--- src/rtl/eth_reg_initiator.sv ---
// eth_reg_initiator: serialises single register writes/reads from a
// command/response stream onto the Ethernet interface register port.
// Every read wait is bounded, because unmapped addresses never answer.
// Optional boot-time programming of MAC/IP/UDP/mask: ETH_REG_BOOT_INIT_EN.
module eth_reg_initiator #(
    parameter int unsigned REG_AWIDTH = 14,
    parameter int unsigned BASE       = 0,
    parameter int unsigned TIMEOUT    = 16,
    parameter logic [47:0] BOOT_MAC   = 48'h00802f16c52f,
    parameter logic [31:0] BOOT_IP    = {8'd192, 8'd168, 8'd1, 8'd10},
    parameter logic [15:0] BOOT_UDP   = 16'd49153
) (
    input  logic                  clk,
    input  logic                  reset_n,
    input  logic                  cmd_wr,
    input  logic [REG_AWIDTH-1:0] cmd_addr,
    input  logic [31:0]           cmd_data,
    input  logic                  cmd_valid,
    output logic                  cmd_ready,
    output logic [31:0]           rsp_data,
    output logic [1:0]            rsp_status,
    output logic                  rsp_valid,
    input  logic                  rsp_ready,
    output logic                  reg_wr_req,
    output logic [REG_AWIDTH-1:0] reg_wr_addr,
    output logic [31:0]           reg_wr_data,
    output logic                  reg_rd_req,
    output logic [REG_AWIDTH-1:0] reg_rd_addr,
    input  logic                  reg_rd_resp,
    input  logic [31:0]           reg_rd_data,
    output logic                  boot_done
);

    localparam int unsigned         CNT_W   = 8;
    localparam logic [CNT_W-1:0]    TO_LAST = CNT_W'(TIMEOUT - 1);

    localparam logic [1:0] ST_WR_ACK = 2'b00;
    localparam logic [1:0] ST_RD_OK  = 2'b01;
    localparam logic [1:0] ST_RD_TO  = 2'b10;

    localparam logic [2:0] S_IDLE    = 3'd1;
    localparam logic [2:0] S_WR      = 3'd2;
    localparam logic [2:0] S_RD_REQ  = 3'd3;
    localparam logic [2:0] S_RD_WAIT = 3'd4;
    localparam logic [2:0] S_RSP     = 3'd5;

`ifdef ETH_REG_BOOT_INIT_EN
    localparam logic [2:0] S_BOOT     = 3'd0;
    localparam logic [2:0] S_RESET    = S_BOOT;
    localparam logic [2:0] BOOT_WRITES = 3'd5;
`else
    localparam logic [2:0] S_RESET    = S_IDLE;
`endif

    logic [2:0]            state_q, state_d;
    logic [CNT_W-1:0]      cnt_q, cnt_d;
    logic                  boot_done_q, boot_done_d;
    logic                  cmd_ready_q, cmd_ready_d;
    logic                  rsp_valid_q, rsp_valid_d;
    logic [31:0]           rsp_data_q, rsp_data_d;
    logic [1:0]            rsp_status_q, rsp_status_d;
    logic                  reg_wr_req_q, reg_wr_req_d;
    logic [REG_AWIDTH-1:0] reg_wr_addr_q, reg_wr_addr_d;
    logic [31:0]           reg_wr_data_q, reg_wr_data_d;
    logic                  reg_rd_req_q, reg_rd_req_d;
    logic [REG_AWIDTH-1:0] reg_rd_addr_q, reg_rd_addr_d;
`ifdef ETH_REG_BOOT_INIT_EN
    logic [2:0]            boot_idx_q, boot_idx_d;
`endif

    // Next-state and next-output logic; all outputs are registered copies of *_d.
    always_comb begin
        state_d       = state_q;
        cnt_d         = cnt_q;
        boot_done_d   = boot_done_q;
        cmd_ready_d   = 1'b0;
        rsp_valid_d   = rsp_valid_q;
        rsp_data_d    = rsp_data_q;
        rsp_status_d  = rsp_status_q;
        reg_wr_req_d  = 1'b0;
        reg_wr_addr_d = reg_wr_addr_q;
        reg_wr_data_d = reg_wr_data_q;
        reg_rd_req_d  = 1'b0;
        reg_rd_addr_d = reg_rd_addr_q;
`ifdef ETH_REG_BOOT_INIT_EN
        boot_idx_d    = boot_idx_q;
`endif
        case (state_q)
`ifdef ETH_REG_BOOT_INIT_EN
            S_BOOT: begin
                if (boot_idx_q == BOOT_WRITES) begin
                    state_d     = S_IDLE;
                    boot_done_d = 1'b1;
                    cmd_ready_d = 1'b1;
                end else begin
                    reg_wr_req_d = 1'b1;
                    boot_idx_d   = boot_idx_q + 3'd1;
                    case (boot_idx_q)
                        3'd0: begin
                            reg_wr_addr_d = REG_AWIDTH'(BASE + 32'h0000);
                            reg_wr_data_d = BOOT_MAC[31:0];
                        end
                        3'd1: begin
                            reg_wr_addr_d = REG_AWIDTH'(BASE + 32'h0004);
                            reg_wr_data_d = {16'h0000, BOOT_MAC[47:32]};
                        end
                        3'd2: begin
                            reg_wr_addr_d = REG_AWIDTH'(BASE + 32'h1000);
                            reg_wr_data_d = BOOT_IP;
                        end
                        3'd3: begin
                            reg_wr_addr_d = REG_AWIDTH'(BASE + 32'h1004);
                            reg_wr_data_d = {16'h0000, BOOT_UDP};
                        end
                        default: begin
                            reg_wr_addr_d = REG_AWIDTH'(BASE + 32'h0008);
                            reg_wr_data_d = 32'h0000_0001;
                        end
                    endcase
                end
            end
`endif
            S_IDLE: begin
                if (!boot_done_q) begin
                    boot_done_d = 1'b1;
                    cmd_ready_d = 1'b1;
                end else if (cmd_valid && cmd_ready_q) begin
                    if (cmd_wr) begin
                        state_d       = S_WR;
                        reg_wr_req_d  = 1'b1;
                        reg_wr_addr_d = cmd_addr;
                        reg_wr_data_d = cmd_data;
                    end else begin
                        state_d       = S_RD_REQ;
                        reg_rd_req_d  = 1'b1;
                        reg_rd_addr_d = cmd_addr;
                    end
                end else begin
                    cmd_ready_d = 1'b1;
                end
            end
            S_WR: begin
                state_d      = S_RSP;
                rsp_valid_d  = 1'b1;
                rsp_data_d   = reg_wr_data_q;
                rsp_status_d = ST_WR_ACK;
            end
            S_RD_REQ: begin
                state_d = S_RD_WAIT;
                cnt_d   = '0;
            end
            S_RD_WAIT: begin
                cnt_d = cnt_q + CNT_W'(1);
                // A response landing on the timeout cycle still counts as a hit.
                if (reg_rd_resp) begin
                    state_d      = S_RSP;
                    rsp_valid_d  = 1'b1;
                    rsp_data_d   = reg_rd_data;
                    rsp_status_d = ST_RD_OK;
                end else if (cnt_d == TO_LAST) begin
                    state_d      = S_RSP;
                    rsp_valid_d  = 1'b1;
                    rsp_data_d   = 32'h0;
                    rsp_status_d = ST_RD_TO;
                end
            end
            S_RSP: begin
                if (rsp_ready) begin
                    state_d     = S_IDLE;
                    rsp_valid_d = 1'b0;
                    cmd_ready_d = 1'b1;
                end
            end
            default: begin
                state_d = S_IDLE;
            end
        endcase
    end

    // State and output registers; reset aborts any access in flight.
    always_ff @(posedge clk or negedge reset_n) begin
        if (!reset_n) begin
            state_q       <= S_RESET;
            cnt_q         <= '0;
            boot_done_q   <= 1'b0;
            cmd_ready_q   <= 1'b0;
            rsp_valid_q   <= 1'b0;
            rsp_data_q    <= '0;
            rsp_status_q  <= '0;
            reg_wr_req_q  <= 1'b0;
            reg_wr_addr_q <= '0;
            reg_wr_data_q <= '0;
            reg_rd_req_q  <= 1'b0;
            reg_rd_addr_q <= '0;
`ifdef ETH_REG_BOOT_INIT_EN
            boot_idx_q    <= '0;
`endif
        end else begin
            state_q       <= state_d;
            cnt_q         <= cnt_d;
            boot_done_q   <= boot_done_d;
            cmd_ready_q   <= cmd_ready_d;
            rsp_valid_q   <= rsp_valid_d;
            rsp_data_q    <= rsp_data_d;
            rsp_status_q  <= rsp_status_d;
            reg_wr_req_q  <= reg_wr_req_d;
            reg_wr_addr_q <= reg_wr_addr_d;
            reg_wr_data_q <= reg_wr_data_d;
            reg_rd_req_q  <= reg_rd_req_d;
            reg_rd_addr_q <= reg_rd_addr_d;
`ifdef ETH_REG_BOOT_INIT_EN
            boot_idx_q    <= boot_idx_d;
`endif
        end
    end

    assign cmd_ready   = cmd_ready_q;
    assign rsp_valid   = rsp_valid_q;
    assign rsp_data    = rsp_data_q;
    assign rsp_status  = rsp_status_q;
    assign reg_wr_req  = reg_wr_req_q;
    assign reg_wr_addr = reg_wr_addr_q;
    assign reg_wr_data = reg_wr_data_q;
    assign reg_rd_req  = reg_rd_req_q;
    assign reg_rd_addr = reg_rd_addr_q;
    assign boot_done   = boot_done_q;

endmodule

--- config.mk ---
export PLATFORM = sky130hd
export DESIGN_NAME = eth_reg_initiator
export DESIGN_NICKNAME = d
export VERILOG_FILES = /design/src/rtl/eth_reg_initiator.sv
export SDC_FILE = /design/constraint.sdc
export NUM_CORES = 1
export LEC_CHECK = 0
export BUFFER_PORTS_ARGS = -buffer_cell sky130_fd_sc_hd__buf_2
export CORE_UTILIZATION = 45
export CTS_CLUSTER_SIZE = 28
export DETAILED_ROUTE_END_ITERATION = 12
export GPL_TIMING_DRIVEN = 1
export PLACE_DENSITY = 0.83
export SETUP_SLACK_MARGIN = 0.05
export SLEW_MARGIN = 20
export SYNTH_ARGS = -nofsm -noshare
export SYNTH_HDL_FRONTEND = slang
export SYNTH_SLANG_ARGS = --single-unit
--- constraint.sdc ---
create_clock -name clk -period 4.15 [get_ports clk]
set_clock_uncertainty 0.05 [all_clocks]
set_input_delay 0 -clock clk [delete_from_list [all_inputs] [get_ports clk]]
set_output_delay 0 -clock clk [all_outputs]
set_load 0.005 [all_outputs]
; ---- After elaboration in Yosys (flattened, before gate mapping)
; Cells that the tools add are included.
; Widths: inputs -> output; s select.
[op_classes]
muxes = 30
n_eq_ne = 10
n_reduce_logical = 9
bitwise = 1
n_addsub = 1
[op_table]
columns = cell, n
row1 = $mux 32, 2
row2 = $pmux 32 s2, 1
row3 = $pmux 8 s2, 1
row4 = $mux 1, 15
row5 = $mux 3, 5
row6 = $pmux 3 s5, 1
row7 = $reduce_and 4->1, 3
row8 = $add 8x1->8 const B, 1
row9 = $eq 8x4->1 const B, 1
row10 = $eq 3x2->1 const B, 2
row11 = $eq 3x3->1 const B, 2
row12 = $ne 2x2->1 const B, 3
row13 = $mux 2, 2
row14 = $pmux 2 s2, 1
row15 = $reduce_bool 2->1, 2
row16 = $eq 3x1->1 const B, 1
row17 = $ne 3x3->1 const B, 1
row18 = $pmux 1 s3, 1
row19 = $reduce_and 3->1, 1
row20 = $reduce_bool 3->1, 1
row21 = $pmux 1 s2, 1
row22 = $reduce_and 2->1, 1
row23 = $logic_and 1x1->1, 1
row24 = $not 1->1, 1
[totals]
register_bits = 110
word_cells = 63
output_inout_bits = 99
inputBits = 84

; ---- Logic depth before layout (Yosys ltp)
[depth]
word_depth = 5
depth_mapped = 8
ltp_nobuf = 7

; ---- Worst setup path before layout
; Ideal clock, no wire load.
[synth_timing]
kind = reg-to-reg
start = register cnt_q[0]
end = register rsp_data_q[12] (netlist: rsp_data[12])
slack_ns = 2.137
setup_time_ns = 0.121
n_path_buf = 1
path_stages_with_launch = 9
arrival_ns = 1.842
synth_period_minus_slack_ns = 2.013
required_ns = 3.979
cell_sequence = dfrtp_1 > inv_1 > ha_1 > or4b_4 > a2111oi_4 > a41oi_4 > buf_2 > nand2_1 > o21ai_1
[synth_via]
elab_chain_len = 4
[synth_rtl]
columns = element, line_no
row1 = from (decl), 56  ; logic [CNT_W-1:0] cnt_q, cnt_d;
row2 = from (signal assigned), 200  ; cnt_q <= cnt_d;
row3 = $add 8x1->8, 153  ; cnt_d = cnt_q + CNT_W'(1);
row4 = $eq 8x4->1, 160  ; end else if (cnt_d == TO_LAST) begin
row5 = $ne 3x3->1 (no source line), -
row6 = $reduce_and 2->1 (no source line), -
row7 = to (signal assigned), 204  ; rsp_data_q <= rsp_data_d;
row8 = to (decl), 60  ; logic [31:0] rsp_data_q, rsp_data_d;
; No other way between the ends.
; A chain may end at the register's enable or synchronous reset.

; ---- Worst setup path after layout
[layout_timing]
start = register cnt_q[0]
end = register rsp_data_q[2] (netlist: rsp_data[2])
; Same word-level chain as after synthesis.

==> results.md <==
- In this run the most used layer during global routing was met2.
- For this run, global-route usage on met3 was measured as 5.05%.
- Once the clock tree was built, the setup fixing pass inserted 0 buffers.
- The number of global-route vias before repair is about 4300.
- The later-pin clock latency in the skew report is approximately 360 ps.
- Setup violations remaining at the end of the flow were counted as 0.
- Across the run, the number of max-cap violations was 0.
- No sink is reached through more buffers than the 2 on the longest clock path.
- The run finished with clean final reports.
- Port buffering added 182 buffers.
- The routing usage on met1 is 28.6%.
- The die is 105 µm wide.
- For this run, asynchronously set or reset flops after synthesis account for 100%.
- The number of synthesized register bits is 110.
- The number of top-level design ports is 183.
- In the routed layout, each cell is associated on average with a via count of between 5 and 6.
- The number of nets at the end of the flow is 738.
- The number of cells after detailed placement is 701.
- By count the netlist is led by 109 x sky130_fd_sc_hd__dfrtp_1, 60 x sky130_fd_sc_hd__mux2_2, 42 x sky130_fd_sc_hd__nand2_1.
- For this run, the slowest stage of the critical path takes 510 ps.
- The number of pins exceeding their max-slew limit in the final report is 0.
- The critical path goes through ha_1, nand3_1, or3_1, a41oi_4, buf_4, o21ai_0.
- The number of hold-slack violations in the final timing report is 0.
- After layout, the minimum clock period comes to around 2600 ps.
- The initial core utilization is 46.0%.
- The first detailed-routing pass took 4 iterations.
- The yosys synthesis warning count is 0.
- The number of gates resized after CTS was 0.
- The worst pin sits at a relative slew slack of 34.9%.
- The worst setup path is of the reg2reg kind.
- The family with the most delay on the worst path is compound AO/OA/AOI/OAI gates.
- After detailed routing, the number of remaining DRC violations is 0.
- The first routing iteration left 198 violations.
- The wire length per cell is 16.4 µm.
- Yosys instantiated no cell more often than sky130_fd_sc_hd__dfrtp_1.
- Dividing total power by cell area gives a power density of 639 nW/µm².
- TritonCTS built the clock tree.
- The routed wire length is 13.0 mm.
- Setup repair after global routing left no endpoint under its margin.
- The clock root buffer is sky130_fd_sc_hd__clkbuf_8.
- The y dimension of the die is 105 µm.
- Cells with a size suffix above 1 make up 40.9% of the layout.
- The die covers ~11000 µm².
- Global routing used 24.8% of the available tracks across all layers.
- The tightest min-delay check is of the in2reg type.
- The count of placed standard cells in the final layout, fillers left out is around 790.
- The number of antenna-violating nets in the routed design is 0.
- The transition at the pin with the smallest max-transition slack is 976 ps.
- The minimum hold slack is between 20 and 25 ps.
- The number of buffers created by CTS is 9.
- The final period utilization is between 60% and 70%.
- The share of synthesized area occupied by flip-flops and latches is 58.2%.
- The first global-routing pass estimated 21.1 mm of wire.
- Counting every net in the synthesized netlist gives between 400 and 500.
- The analysis attributes to cell leakage a power of 3.38 nW.
- The worst slack after detailed placement is 1570 ps.
- Entering global routing, the biggest net connects 80 pins.
- From synthesis to final layout, the design area changed by 41.8%.
- The number of antenna violations at the first check in global routing is 0.
- After clock tree synthesis, the flow added hold-fix buffers numbering 76.
- Across all setup checks in the final design, the least slack found is between 1500 and 2000 ps.
- The top achievable clock speed is 384 MHz.
- The number of inserted diodes is 0.
- Dividing the synthesized area by the synthesized cell count gives 11.7 µm².
- For the worst setup path, the data arrival time is 2780 ps.
- In this run the worst path has a maximum fanout of 44.
- Synthesis produced a netlist whose cell count is 405.
- After synthesis, the cell types taking the most area are sky130_fd_sc_hd__dfrtp_1 58%, sky130_fd_sc_hd__mux2_2 14%, sky130_fd_sc_hd__and3_1 4.2%.
- The design draws approximately 4.3 mW.
- The data required time at the worst endpoint is 4320 ps.
- STA classifies the critical path endpoint as a register.
- The clock tree synthesis step divided the H-tree into 3 levels.
- The total buffers and inverters traversed by the critical path is 1.
- The clock-pin slew of the registers on the worst-case setup and hold paths is 90 ps.
- The tree built by TritonCTS fans out to 110 sinks.
- The final weighted congestion in routability-driven placement is ~0.75.
- The critical path launch point type is a register.
- The area inside the core boundary is a little over 10000 µm².
- The area share of the largest cell type after synthesis is 57.6%.
- Across all layers, the routed design uses 4137 vias.
- The global route total overflow is 0.
- The row count is 37.
- IR analysis of the VDD net gives a maximum drop of around 0.00034 V.
- The synthesized netlist occupies a cell area of 4730 µm².
- The count of flip-flops with a built-in enable after synthesis is 0.
- The distinct cell type count of the synthesized netlist is 37.
- For this design, the slowest cell found on the critical path is sky130_fd_sc_hd__a41oi_4.
- The most used flip-flop cell after synthesis is sky130_fd_sc_hd__dfrtp_1.
- Adding up every negative setup slack in the final design gives 0 ps.
- The library cell with the largest summed area after synthesis is sky130_fd_sc_hd__dfrtp_1.
- Global routing used 44.1% of the available met2 tracks.
- After legalization and detailed placement, the total HPWL measured 7.92 mm.
[worst register-to-register path: cells and delay by family (launching register included)]
kind                       cells  cell delay (ps)
adders and majority gates      1              250
and+or+nand+nor                2              600
AOI/OAI and AO/OA              2              680
buffers and inverters          1              480
DFF                            1              420
[cell usage in the layout, fill, tap and decap left out, types with 3 or more instances in the layout]
cell,Yosys,routed
sky130_fd_sc_hd__buf_2,7,181
sky130_fd_sc_hd__dfrtp_1,109,109
sky130_fd_sc_hd__dlygate4sd3_1,0,76
sky130_fd_sc_hd__mux2_2,60,60
sky130_fd_sc_hd__nand2_1,42,41
sky130_fd_sc_hd__a21oi_1,39,39
sky130_fd_sc_hd__and3_1,32,32
sky130_fd_sc_hd__o21ai_1,29,29
sky130_fd_sc_hd__o21ai_0,15,15
sky130_fd_sc_hd__clkbuf_8,0,10
sky130_fd_sc_hd__nor2_1,7,6
sky130_fd_sc_hd__inv_1,5,5
sky130_fd_sc_hd__nand3_1,5,5
sky130_fd_sc_hd__buf_4,2,5
sky130_fd_sc_hd__nand2b_1,4,4
sky130_fd_sc_hd__and2_1,4,4
sky130_fd_sc_hd__bufinv_16,0,3
[through the flow]
step	instance area (µm²)	utilization, %
final	6710	65.3
after global routing	6710	65.3
after CTS	6700	65.2
after detailed placement	5710	55.5
after global placement	5710	55.5
after floorplan	4730	-
[where the power goes]
part / switching [mW] / internal, mW / total, mW
registers: 0.346 / 1.56 / 1.91
logic: 0.755 / 0.862 / 1.62
clock network: 0.343 / 0.414 / 0.757
total: 1.44 / 2.84 / 4.28
[flip-flops by register name, indices dropped and copies added (netlist names)]
| register | flops |
|---|---|
| reg_wr_data | 32 |
| rsp_data | 32 |
| reg_rd_addr | 14 |
| reg_wr_addr | 14 |
| cnt_q | 8 |
| state_q | 3 |
| rsp_status | 2 |
| boot_done | 1 |
| cmd_ready | 1 |
| reg_rd_req | 1 |
| reg_wr_req | 1 |
| rsp_valid | 1 |
[cell families (layout without fill, tap and decap cells)]
family                   count (synthesis)  in the layout  synth area share, %
AND/OR/NAND/NOR                        102            102                 11.1
multiplexers                            60             60                 14.3
adder cells (fa/ha/maj)                  2              2                0.529
buffers and inverters                   31            282                 3.44
AO/OA/AOI/OAI                           97             97                 12.0
XOR/XNOR                                 3              3                0.555
flip-flops                             110            110                 58.2
[worst paths after layout]
| path | cells past startpoint | start | endpoint | slack [ps] |
|---|---|---|---|---|
| min in group asynchronous | 2 | reset_n | reg_rd_addr[12] | 290 |
| worst max register to register | 6 | cnt_q[0] | rsp_data[2] | 1540 |
| worst max-delay path | 6 | cnt_q[0] | rsp_data[2] | 1540 |
| worst min-delay path | 4 | reg_rd_data[0] | rsp_data[0] | 20 |
| max in group asynchronous | 3 | reset_n | rsp_data[27] | 2760 |
| worst min register to register | 2 | rsp_data[1] | rsp_data[1] | 440 |
[layout make-up]
class	count	area (µm²)
Inverter	5	18.8
Clock buffer	11	141
Multi-Input combinational cell	264	1830
Timing Repair Buffer	262	1700
Sequential cell	110	2750
Tap cell	136	170
Fill cell	777	3570
Clock inverter	4	95.1
[per-layer routing]
layer	wire, µm	share of wire [%]	vias up
met5	0	0	-
met4	509	3.9	0
met3	627	4.8	50
met2	6800	52	173
met1	5040	39	1996
li1	-	-	1918
Power figures use the tool's default switching activity.
